===== src/rtl/row_group_sched_pkg.sv =====
// Shared types and width helpers for the row-group scheduler.
package row_group_sched_pkg;

   typedef enum logic [2:0] {
      ST_IDLE   = 3'd0,
      ST_FETCH  = 3'd1,
      ST_RAMP   = 3'd2,
      ST_STREAM = 3'd3,
      ST_DONE   = 3'd4
   } state_t;

   function automatic int row_id_width(input int router_count);
      return (router_count > 1) ? $clog2(router_count) : 1;
   endfunction

   // Wide enough for the last lane's start threshold plus one saturating step.
   function automatic int cnt_width(input int router_count, input int skew_w);
      return $clog2((router_count - 1) * ((2 ** skew_w) - 1) + 2);
   endfunction

endpackage


===== src/rtl/row_group_sched_if.sv =====
// Control, address-generator and lane-status bundle of the row-group scheduler.
interface row_group_sched_if
   import row_group_sched_pkg::*;
#(
   parameter int ROUTER_COUNT = 4,
   parameter int SKEW_W       = 4,
   parameter int ROW_ID_W     = row_id_width(ROUTER_COUNT)
);
   logic                    i_reg_clear;
   logic                    i_start;
   logic [SKEW_W-1:0]       i_skew;
   logic                    i_stall;
   logic                    i_ag_valid;
   logic [ROW_ID_W-1:0]     i_row_id;
   logic [ROUTER_COUNT-1:0] i_lane_addr_empty;
   logic [ROUTER_COUNT-1:0] i_lane_data_empty;
   logic [ROUTER_COUNT-1:0] o_lane_write_en;
   logic [ROUTER_COUNT-1:0] o_lane_pop_en;
   logic [2:0]              o_state;
   logic                    o_busy;
   logic                    o_done;
   logic                    o_addr_empty;
   logic                    o_data_empty;
   logic [31:0]             o_stall_cycles;
   logic [31:0]             o_busy_cycles;

   modport master (
      output i_reg_clear, i_start, i_skew, i_stall, i_ag_valid, i_row_id,
             i_lane_addr_empty, i_lane_data_empty,
      input  o_lane_write_en, o_lane_pop_en, o_state, o_busy, o_done,
             o_addr_empty, o_data_empty, o_stall_cycles, o_busy_cycles
   );

   modport slave (
      input  i_reg_clear, i_start, i_skew, i_stall, i_ag_valid, i_row_id,
             i_lane_addr_empty, i_lane_data_empty,
      output o_lane_write_en, o_lane_pop_en, o_state, o_busy, o_done,
             o_addr_empty, o_data_empty, o_stall_cycles, o_busy_cycles
   );

endinterface


===== src/rtl/row_group_sched_skew_pop_gen.sv =====
// Ramp counter and staggered per-lane pop enables: lane k may pop once the
// counter of unstalled run cycles reaches k*skew.
module row_group_sched_skew_pop_gen
   import row_group_sched_pkg::*;
#(
   parameter int ROUTER_COUNT = 4,
   parameter int SKEW_W       = 4,
   parameter int CNT_W        = cnt_width(ROUTER_COUNT, SKEW_W)
) (
   input  logic                    i_clk,
   input  logic                    i_rst,
   input  logic                    i_clear,
   input  logic                    i_run,
   input  logic                    i_stall,
   input  logic [SKEW_W-1:0]       i_skew,
   input  logic [ROUTER_COUNT-1:0] i_lane_empty,
   output logic [ROUTER_COUNT-1:0] o_pop_en,
   output logic                    o_ramp_done
);

   logic [CNT_W-1:0]        cnt_q;
   logic [CNT_W-1:0]        skew_ext;
   logic [ROUTER_COUNT-1:0] pop_next;
   logic [ROUTER_COUNT-1:0] pop_en_q;

   assign skew_ext = CNT_W'(i_skew);

   // NOTE: every variable driven in always_comb gets a default first, so no path leaves it holding a value (no latch).
   always_comb begin
      pop_next = '0;
      for (int k = 0; k < ROUTER_COUNT; k++) begin
         pop_next[k] = (cnt_q >= CNT_W'(k) * skew_ext) & ~i_lane_empty[k];
      end
   end

   // NOTE: sequential state uses non-blocking assignments only, so every flop samples pre-edge values.
   always_ff @(posedge i_clk or posedge i_rst) begin
      if (i_rst) begin
         cnt_q    <= '0;
         pop_en_q <= '0;
      end else if (i_clear || !i_run) begin
         cnt_q    <= '0;
         pop_en_q <= '0;
      end else if (i_stall) begin
         pop_en_q <= '0;
      end else begin
         pop_en_q <= pop_next;
         if (cnt_q != '1) cnt_q <= cnt_q + CNT_W'(1);
      end
   end

   assign o_pop_en    = pop_en_q;
   assign o_ramp_done = (cnt_q == CNT_W'(ROUTER_COUNT - 1) * skew_ext);

endmodule


===== src/rtl/row_group_sched.sv =====
// Row-group controller: AG write demux, FSM and skewed lane pops.
// Optional cycle counters enabled by ROW_GROUP_SCHED_PERF_CNT_EN.
module row_group_sched
   import row_group_sched_pkg::*;
#(
   parameter int ROUTER_COUNT = 4,
   parameter int SKEW_W       = 4
) (
   input logic             i_clk,
   input logic             i_rst,
   row_group_sched_if.slave bus
);

   localparam int ROW_ID_W = row_id_width(ROUTER_COUNT);
   localparam int CNT_W    = cnt_width(ROUTER_COUNT, SKEW_W);

   state_t                  state_q;
   state_t                  state_d;
   logic [SKEW_W-1:0]       skew_q;
   logic [ROUTER_COUNT-1:0] lane_write_en;
   logic [ROUTER_COUNT-1:0] pop_en;
   logic                    run;
   logic                    busy;
   logic                    done;
   logic                    ramp_done;
   logic                    start_ok;
   logic                    all_addr_empty;
   logic                    all_data_empty;

   assign all_addr_empty = &bus.i_lane_addr_empty;
   assign all_data_empty = &bus.i_lane_data_empty;
   assign start_ok       = (state_q == ST_IDLE) && bus.i_start;

   always_ff @(posedge i_clk or posedge i_rst) begin
      if (i_rst)                state_q <= ST_IDLE;
      else if (bus.i_reg_clear) state_q <= ST_IDLE;
      else                      state_q <= state_d;
   end

   always_ff @(posedge i_clk or posedge i_rst) begin
      if (i_rst)                skew_q <= '0;
      else if (bus.i_reg_clear) skew_q <= '0;
      else if (start_ok)        skew_q <= bus.i_skew;
   end

   // Emptying wins over the ramp step, and a stall never holds off DONE.
   always_comb begin
      state_d = state_q;
      case (state_q)
         ST_IDLE:   if (bus.i_start) state_d = ST_FETCH;
         ST_FETCH:  if (all_addr_empty && !bus.i_ag_valid) state_d = ST_RAMP;
         ST_RAMP: begin
            if (all_data_empty)               state_d = ST_DONE;
            else if (!bus.i_stall && ramp_done) state_d = ST_STREAM;
         end
         ST_STREAM: if (all_data_empty) state_d = ST_DONE;
         ST_DONE:   state_d = ST_IDLE;
         default:   state_d = ST_IDLE;
      endcase
   end

   always_comb begin
      lane_write_en = '0;
      run           = (state_q == ST_RAMP) || (state_q == ST_STREAM);
      busy          = (state_q != ST_IDLE);
      done          = (state_q == ST_DONE);
      if (state_q == ST_FETCH && bus.i_ag_valid) begin
         for (int k = 0; k < ROUTER_COUNT; k++) begin
            lane_write_en[k] = (bus.i_row_id == ROW_ID_W'(k));
         end
      end
   end

   row_group_sched_skew_pop_gen #(
      .ROUTER_COUNT (ROUTER_COUNT),
      .SKEW_W       (SKEW_W),
      .CNT_W        (CNT_W)
   ) u_skew_pop_gen (
      .i_clk        (i_clk),
      .i_rst        (i_rst),
      .i_clear      (bus.i_reg_clear),
      .i_run        (run),
      .i_stall      (bus.i_stall),
      .i_skew       (skew_q),
      .i_lane_empty (bus.i_lane_data_empty),
      .o_pop_en     (pop_en),
      .o_ramp_done  (ramp_done)
   );

   assign bus.o_lane_write_en = lane_write_en;
   assign bus.o_lane_pop_en   = pop_en;
   assign bus.o_state         = state_q;
   assign bus.o_busy          = busy;
   assign bus.o_done          = done;
   assign bus.o_addr_empty    = all_addr_empty;
   assign bus.o_data_empty    = all_data_empty;

`ifdef ROW_GROUP_SCHED_PERF_CNT_EN
   logic [31:0] stall_cnt_q;
   logic [31:0] busy_cnt_q;

   always_ff @(posedge i_clk or posedge i_rst) begin
      if (i_rst) begin
         stall_cnt_q <= '0;
         busy_cnt_q  <= '0;
      end else if (bus.i_reg_clear || start_ok) begin
         stall_cnt_q <= '0;
         busy_cnt_q  <= '0;
      end else begin
         if (run && bus.i_stall && stall_cnt_q != '1) stall_cnt_q <= stall_cnt_q + 32'd1;
         if (busy && busy_cnt_q != '1)                busy_cnt_q  <= busy_cnt_q + 32'd1;
      end
   end

   assign bus.o_stall_cycles = stall_cnt_q;
   assign bus.o_busy_cycles  = busy_cnt_q;
`else
   assign bus.o_stall_cycles = '0;
   assign bus.o_busy_cycles  = '0;
`endif

endmodule


===== src/flat_wrapper.sv =====
// flat-port wrapper written by rule: the top's interface ports become plain ports
module row_group_sched_flat import row_group_sched_pkg::*;
#(
   parameter int ROUTER_COUNT = 4,
   parameter int SKEW_W       = 4
)
  (i_clk, i_rst, bus_i_reg_clear, bus_i_start, bus_i_skew, bus_i_stall, bus_i_ag_valid, bus_i_row_id, bus_i_lane_addr_empty, bus_i_lane_data_empty, bus_o_lane_write_en, bus_o_lane_pop_en, bus_o_state, bus_o_busy, bus_o_done, bus_o_addr_empty, bus_o_data_empty, bus_o_stall_cycles, bus_o_busy_cycles);
  row_group_sched_if #(.ROUTER_COUNT(ROUTER_COUNT), .SKEW_W(SKEW_W)) bus_i ();
  input logic i_clk;
  input logic i_rst;
  input wire logic [$bits(bus_i.i_reg_clear)-1:0] bus_i_reg_clear;
  input wire logic [$bits(bus_i.i_start)-1:0] bus_i_start;
  input wire logic [$bits(bus_i.i_skew)-1:0] bus_i_skew;
  input wire logic [$bits(bus_i.i_stall)-1:0] bus_i_stall;
  input wire logic [$bits(bus_i.i_ag_valid)-1:0] bus_i_ag_valid;
  input wire logic [$bits(bus_i.i_row_id)-1:0] bus_i_row_id;
  input wire logic [$bits(bus_i.i_lane_addr_empty)-1:0] bus_i_lane_addr_empty;
  input wire logic [$bits(bus_i.i_lane_data_empty)-1:0] bus_i_lane_data_empty;
  output wire logic [$bits(bus_i.o_lane_write_en)-1:0] bus_o_lane_write_en;
  output wire logic [$bits(bus_i.o_lane_pop_en)-1:0] bus_o_lane_pop_en;
  output wire logic [$bits(bus_i.o_state)-1:0] bus_o_state;
  output wire logic [$bits(bus_i.o_busy)-1:0] bus_o_busy;
  output wire logic [$bits(bus_i.o_done)-1:0] bus_o_done;
  output wire logic [$bits(bus_i.o_addr_empty)-1:0] bus_o_addr_empty;
  output wire logic [$bits(bus_i.o_data_empty)-1:0] bus_o_data_empty;
  output wire logic [$bits(bus_i.o_stall_cycles)-1:0] bus_o_stall_cycles;
  output wire logic [$bits(bus_i.o_busy_cycles)-1:0] bus_o_busy_cycles;
  assign bus_i.i_reg_clear = bus_i_reg_clear;
  assign bus_i.i_start = bus_i_start;
  assign bus_i.i_skew = bus_i_skew;
  assign bus_i.i_stall = bus_i_stall;
  assign bus_i.i_ag_valid = bus_i_ag_valid;
  assign bus_i.i_row_id = bus_i_row_id;
  assign bus_i.i_lane_addr_empty = bus_i_lane_addr_empty;
  assign bus_i.i_lane_data_empty = bus_i_lane_data_empty;
  assign bus_o_lane_write_en = bus_i.o_lane_write_en;
  assign bus_o_lane_pop_en = bus_i.o_lane_pop_en;
  assign bus_o_state = bus_i.o_state;
  assign bus_o_busy = bus_i.o_busy;
  assign bus_o_done = bus_i.o_done;
  assign bus_o_addr_empty = bus_i.o_addr_empty;
  assign bus_o_data_empty = bus_i.o_data_empty;
  assign bus_o_stall_cycles = bus_i.o_stall_cycles;
  assign bus_o_busy_cycles = bus_i.o_busy_cycles;
  row_group_sched #(.ROUTER_COUNT(ROUTER_COUNT), .SKEW_W(SKEW_W)) u_core (.i_clk(i_clk), .i_rst(i_rst), .bus(bus_i));
endmodule

===== config.mk =====
export PLATFORM = sky130hd
export DESIGN_NAME = row_group_sched_flat
export DESIGN_NICKNAME = d
export VERILOG_FILES = /design/src/rtl/row_group_sched_pkg.sv /design/src/rtl/row_group_sched_if.sv /design/src/rtl/row_group_sched_skew_pop_gen.sv /design/src/rtl/row_group_sched.sv /design/src/flat_wrapper.sv
export SDC_FILE = /design/constraint.sdc
export NUM_CORES = 1
export LEC_CHECK = 0
export ABC_CLOCK_PERIOD_IN_PS = 2200
export CORE_ASPECT_RATIO = 1.1
export CORE_MARGIN = 1
export CORE_UTILIZATION = 39
export DETAILED_ROUTE_END_ITERATION = 8
export PLACE_DENSITY_LB_ADDON = 0.1
export SETUP_SLACK_MARGIN = 0.4
export SYNTH_ARGS = -nofsm -noshare
export SYNTH_HDL_FRONTEND = slang
export SYNTH_SLANG_ARGS = --single-unit

===== constraint.sdc =====
create_clock -name i_clk -period 2.2 [get_ports i_clk]
set_input_delay 0.22 -clock i_clk [delete_from_list [all_inputs] [get_ports i_clk]]
set_output_delay 0.22 -clock i_clk [all_outputs]
set_load 0.005 [all_outputs]

======== Yosys cells after proc, flatten, opt, wreduce, memory -nomap -nowiden ========
Index checks and enable logic that the tools add are counted.
cells by class
  add/subtract/negate cells ............... 1
  multiply operators ...................... 1
  $lt $le $gt $ge ......................... 4
  eq/ne operators ......................... 14
  muxes and demuxes ....................... 15
  bitwise operators ....................... 8
  reduce and logical (&&, ||, !) cells .... 18
operators with widths
  cell                                                  number
  2-to-1 mux 4 bit                                      5
  2-to-1 mux 3 bit                                      6
  2-to-1 mux 6 bit                                      3
  one-hot mux 3 bit (4 select lines)                    1
  AND reduction 4 bit                                   3
  adder 6 x 1 -> 6 bit (second input constant)          1
  == test 3 x 2 -> 1 bit (second input constant)        2
  == test 6 bit                                         1
  >= comparator 6 x 1 -> 1 bit (second input constant)  1
  >= comparator 6 x 4 -> 1 bit                          1
  >= comparator 6 x 5 -> 1 bit                          1
  >= comparator 6 bit                                   1
  multiplier 2 x 4 -> 6 bit (first input constant)      1
  != test 3 bit (second input constant)                 2
  != test 6 bit (second input constant)                 1
  AND 1 bit                                             4
  == test 2 bit (second input constant)                 2
  logical AND 1 bit                                     4
  != test 4 x 3 -> 1 bit (second input constant)        1
  NOT 1 bit                                             4
  nonzero test 2 bit                                    2
  == test 3 x 1 -> 1 bit (second input constant)        1
  == test 3 bit (second input constant)                 1
  logical NOT 1 bit                                     3
  other kinds (8)                                       9
storage, ports and cells
  register bits after elaboration ......... 17
  input port bits ......................... 20
  output and inout port bits .............. 79
  logic and storage cells ................. 65

======== Longest topological paths before layout ========
  depth after elaboration ................. 7
  mapped depth ............................ 9
  mapped depth without buffers ............ 9

======== Hierarchy ========
Synthesis repeated with hierarchy kept, for this count alone.
second synthesis, totals
  cells, all modules ...................... 202
  area total of the unflattened synthesis .. 1757.9 µm²
modules (own cells, without submodules)
  module                        times used  cells an instance  area each (µm²)  sequential area each (µm²)
  row_group_sched               1           106                893.4            175.2
  row_group_sched_skew_pop_gen  1           96                 864.6            250.2

======== Worst setup path after synthesis ========
OpenSTA, ideal clock, no wires.
  kind .................................... reg2reg
  from .................................... register u_core.skew_q[0]
  to ...................................... register u_core.u_skew_pop_gen.pop_en_q[3], in the netlist u_core.u_skew_pop_gen.o_pop_en[3]
  library setup time ...................... 124 ps
  arrival time ............................ 1920 ps
  data required time ...................... 2076 ps
  setup slack ............................. 156 ps
  cell stages (with the launch flop) ...... 9
  buffers on the path ..................... 0
  clock period less this slack ............ 2044 ps
  cells stage by stage .................... dfrtp_1 ha_1 inv_1 fa_1 xnor2_1 ha_1 a211oi_1 nor2_1 o31a_1
between the ends
  longest elaborated chain between the ends .. 5
ends and longest elaborated chain
  item                       line                                RTL
  start, declared            row_group_sched.sv:19               logic [SKEW_W-1:0] skew_q;
  start signal, assigned     row_group_sched.sv:43               else if (start_ok) skew_q <= bus.i_skew;
  multiplier 2 x 4 -> 6 bit  row_group_sched_skew_pop_gen.sv:32  pop_next[k] = (cnt_q >= CNT_W'(k) * skew_ext) & ~i_lane_empty[k];
  >= comparator 6 bit        row_group_sched_skew_pop_gen.sv:32
  AND 1 bit                  row_group_sched_skew_pop_gen.sv:32
  2-to-1 mux 4 bit           row_group_sched_skew_pop_gen.sv:44  end else if (i_stall) begin
  2-to-1 mux 4 bit           row_group_sched_skew_pop_gen.sv:41  end else if (i_clear || !i_run) begin
  end signal, assigned       row_group_sched_skew_pop_gen.sv:47  pop_en_q <= pop_next;
  end, declared              row_group_sched_skew_pop_gen.sv:24  logic [ROUTER_COUNT-1:0] pop_en_q;
Every way passes these cells.
A chain may end at the register's enable or synchronous reset.

======== Worst setup path in the final report ========
  from .................................... register u_core.skew_q[1]
  to ...................................... register u_core.state_q[0], in the netlist u_core.bus.o_state[0]
between the ends
  longest elaborated chain between the ends .. 5
ends and longest elaborated chain
  item                                     line                                RTL
  multiplier 2 x 4 -> 6 bit                row_group_sched_skew_pop_gen.sv:53  assign o_ramp_done = (cnt_q == CNT_W'(ROUTER_COUNT - 1) * skew_ext);
  == test 6 bit                            row_group_sched_skew_pop_gen.sv:53
  logical AND 1 bit                        row_group_sched.sv:54               else if (!bus.i_stall && ramp_done) state_d = ST_STREAM;
  != test 4 x 3 -> 1 bit (no source line)  --
  AND reduction 4 bit (no source line)     --
  end signal, assigned                     row_group_sched.sv:37               else state_q <= state_d;
  end, declared                            row_group_sched.sv:17               state_t state_q;
Every way passes these cells.

==> results.py <==
metrics = {
    "yosys": {
        "synth_edf_count": 0,
        "synth-seq-area-share_pct": 24.5,
        "synth_seq_cells": 17,
        "netlist_instances": 200,
        "yosysUniqueCellTypes": 38,
        "ys.flop_type": "dfrtp_1",
        "ys_async_sr_fraction_pct": 100,
        "yosys_warnings": 0,
        "synthesis.area_um2": 1740,
        "synth.avg_cell_area_um2": 8.69,
    },
    "worst_setup_path": {
        "reg2reg_depth": 10,
        "critPathLaunchType": "flip-flop",
        "end_kind": "flip-flop",
        "critPathMaxFanout": 3,
        "crit_required_ps": 2410,
        "crit_type": "reg2reg",
        "r2r-start": "u_core.skew_q[1]",
        "r2r_setup_slack_ps": 170,
        "cp.arrival_ps": 2230,
        "r2r-end": "u_core.bus.o_state[0]",
    },
    "routing": {
        "avgViaCountPerCell": 4.38,
        "drtIter0Drc": 29,
        "via_count": 1291,
        "wl_um": 3270,
        "ant_nets": 0,
        "wire_per_inst_um": 11.1,
        "first_pass_iters": 4,
        "drc": 0,
    },
    "global_routing": {
        "grt_usage_pct": 14.9,
        "grt_antenna_before_repair": 0,
        "grt_max_degree": 18,
        "grt_pass1_vias": 1142,
        "overflow": 0,
        "grt_first_pass_wirelength_um": 5320,
    },
    "power_and_ir_drop": {
        "power_switching_mw": 0.220,
        "switching_share_pct": 29.4,
        "p_leak_nw": 0.967,
        "ir_drop_mv": 0.151,
        "combPwrFrac_pct": 22.8,
        "clkPwrFrac_pct": 33.4,
        "p_int_mw": 0.529,
        "pwr-share-seq_pct": 43.8,
        "power-per-cell-area_nw_per_um2": 369,
    },
    "layout": {
        "area_delta_synth_final_pct": 16.9,
        "drive_gt1_share_pct": 11.2,
        "final_nets": 281,
        "fin_util_pct": 47.4,
        "diodes": 0,
    },
    "timing": {
        "finalSetupViolations": 0,
        "rsz0062_at_grt": "yes",
        "slew_headroom_pct": 54.7,
        "fmax_ghz": 0.493,
        "whs_ps": 354,
        "slew_violations": 0,
        "hold_viol": 0,
        "tightestPinTransition_ps": 678,
        "timing.setup.tns_ps": 0,
        "worst_clock_skew_ps": 5.32,
        "post-route-period-util_pct": 92.1,
        "period_needed_ps": 2030,
    },
    "placement": {
        "routabilityCongestion": 0.812,
        "io_buffers": 34,
        "place_hpwl_um": 2590,
    },
    "clocking": {
        "cts-hold-fix-buffers": 0,
        "htreeDepth": 1,
        "cts_buffers": 3,
        "clock-sinks": 17,
        "clockBufferDepth": 2,
        "clock_latency_ps": 260,
        "root_buffer": "clkbuf_8",
        "clk_pin_slew_ps": 70,
        "cts_tree": "yes",
    },
    "die": {
        "core_area_um2": 4290,
        "die_area_um2": 4730,
        "pin_count": 99,
        "die_height_um": 72.0,
        "start_util_pct": 40.6,
        "fp.dieW_um": 65.7,
        "rows": 25,
    },
    "run": {
        "drv_cap": 0,
    },
    "hold_path": {
        "min_path_type": "in2async",
    },
    "status": {
        "status": "complete, no violations",
    },
}
power groups by stage:
stage / logic, mW / registers [mW] / clock network [mW]
after floorplan: 0.177 / 0.330 / 0
after global placement: 0.162 / 0.332 / 0
after detailed placement: 0.161 / 0.332 / 0
after CTS: 0.165 / 0.325 / 0.256
after global routing: 0.196 / 0.329 / 0.274
final: 0.171 / 0.328 / 0.250
per-stage QoR:
step | cells | power [mW] | setup slack, ps | area (um2)
2_1_floorplan | 263 | 0.507 | 226 | 1980
3_3_place_gp | 287 | 0.494 | 107 | 1910
3_5_place_dp | 287 | 0.493 | 73.7 | 1910
4_1_cts | 294 | 0.746 | 111 | 1980
5_1_grt | 295 | 0.800 | 43.6 | 2030
6_report | 295 | 0.749 | 173 | 2030
registers in the layout, summed over array words and instances (netlist names):
| register | count |
|---|---|
| u_core.skew_q | 4 |
| u_core.u_skew_pop_gen.o_pop_en | 4 |
| u_core.bus.o_state | 3 |
| u_core.u_skew_pop_gen.cnt_q | 6 |
worst max path at each step:
stage | endpoint | start | slack [ps] | cells after the start
final | u_core.bus.o_state[0] | u_core.skew_q[1] | 170 | 10
after global placement | u_core.bus.o_state[0] | u_core.skew_q[0] | 110 | 8
after detailed placement | u_core.u_skew_pop_gen.o_pop_en[3] | u_core.skew_q[0] | 70 | 8
after CTS | u_core.bus.o_state[0] | u_core.skew_q[1] | 110 | 8
after global routing | u_core.bus.o_state[0] | u_core.skew_q[1] | 40 | 10
after floorplan | u_core.u_skew_pop_gen.o_pop_en[3] | u_core.skew_q[0] | 230 | 8
area by class of cell:
type | count | area [um2]
Tap cell | 54 | 67.6
Fill cell | 432 | 2250
Clock buffer | 4 | 45.0
Inverter | 12 | 47.5
Sequential cell | 17 | 428
Timing Repair Buffer | 41 | 393
Multi-Input combinational cell | 167 | 1050
worst max-delay path, stage by stage (launching register included):
cell,delay (ps)
dfrtp_2,450
ha_4,180
buf_4,130
a21oi_2,100
nor2_1,50
nor2_1,120
xnor2_1,80
ha_1,300
nand4_1,120
o41ai_1,230
and3_2,210
cells by family after synthesis:
family / count (synthesis) / synth area share (%)
adders and majority gates: 19 / 14.1
muxes: 3 / 1.73
DFF: 17 / 24.5
and+or+nand+nor: 55 / 18.1
other: 1 / 0.216
xor gates and xnor gates: 3 / 1.51
buffers and inverters: 79 / 31.7
AOI/OAI and AO/OA: 23 / 8.14
routing by layer:
layer | vias up | track usage [%] | share of wire [%]
met3 | 5 | 2.04 | 7.3
met2 | 70 | 23.5 | 47
met1 | 583 | 19.8 | 43
met5 | - | 0 | 0
met4 | 0 | 7.25 | 1.9
li1 | 633 | - | -
Yosys cell counts (3+ instances only):
cell type / n / area, um2
buf_4: 64 / 480
nor2_1: 19 / 71.3
ha_1: 18 / 225
dfrtp_1: 17 / 425
inv_1: 12 / 45.0
a21oi_1: 11 / 55.1
nor3_1: 6 / 30.0
nand2_1: 5 / 18.8
a211oi_1: 3 / 22.5
mux2i_1: 3 / 30.0
nand2b_1: 3 / 18.8
nor4_1: 3 / 18.8
xnor2_1: 3 / 26.3
placed cells by master, fill, tap and decap left out, types with 3 or more instances in the layout:
master / synthesis / layout
clkbuf_8: 0 / 3
conb_1: 1 / 64
nand2_1: 5 / 5
a21oi_1: 11 / 10
xnor2_1: 3 / 3
buf_4: 64 / 7
nand2b_1: 3 / 3
inv_1: 12 / 9
nor4_1: 3 / 3
mux2i_1: 3 / 3
ha_1: 18 / 15
nor3_1: 6 / 6
nor2_1: 19 / 19
dfrtp_1: 17 / 15
clkdlybuf4s50_1: 0 / 34
ha_4: 0 / 3
repair_timing:
item                                    CTS  global route
setup buffers                             3             1
endpoints found under the setup margin    7             9
resized for setup                         2             9
pin swaps                                 6             3
Note: power is estimated with default switching activity, not from simulation.
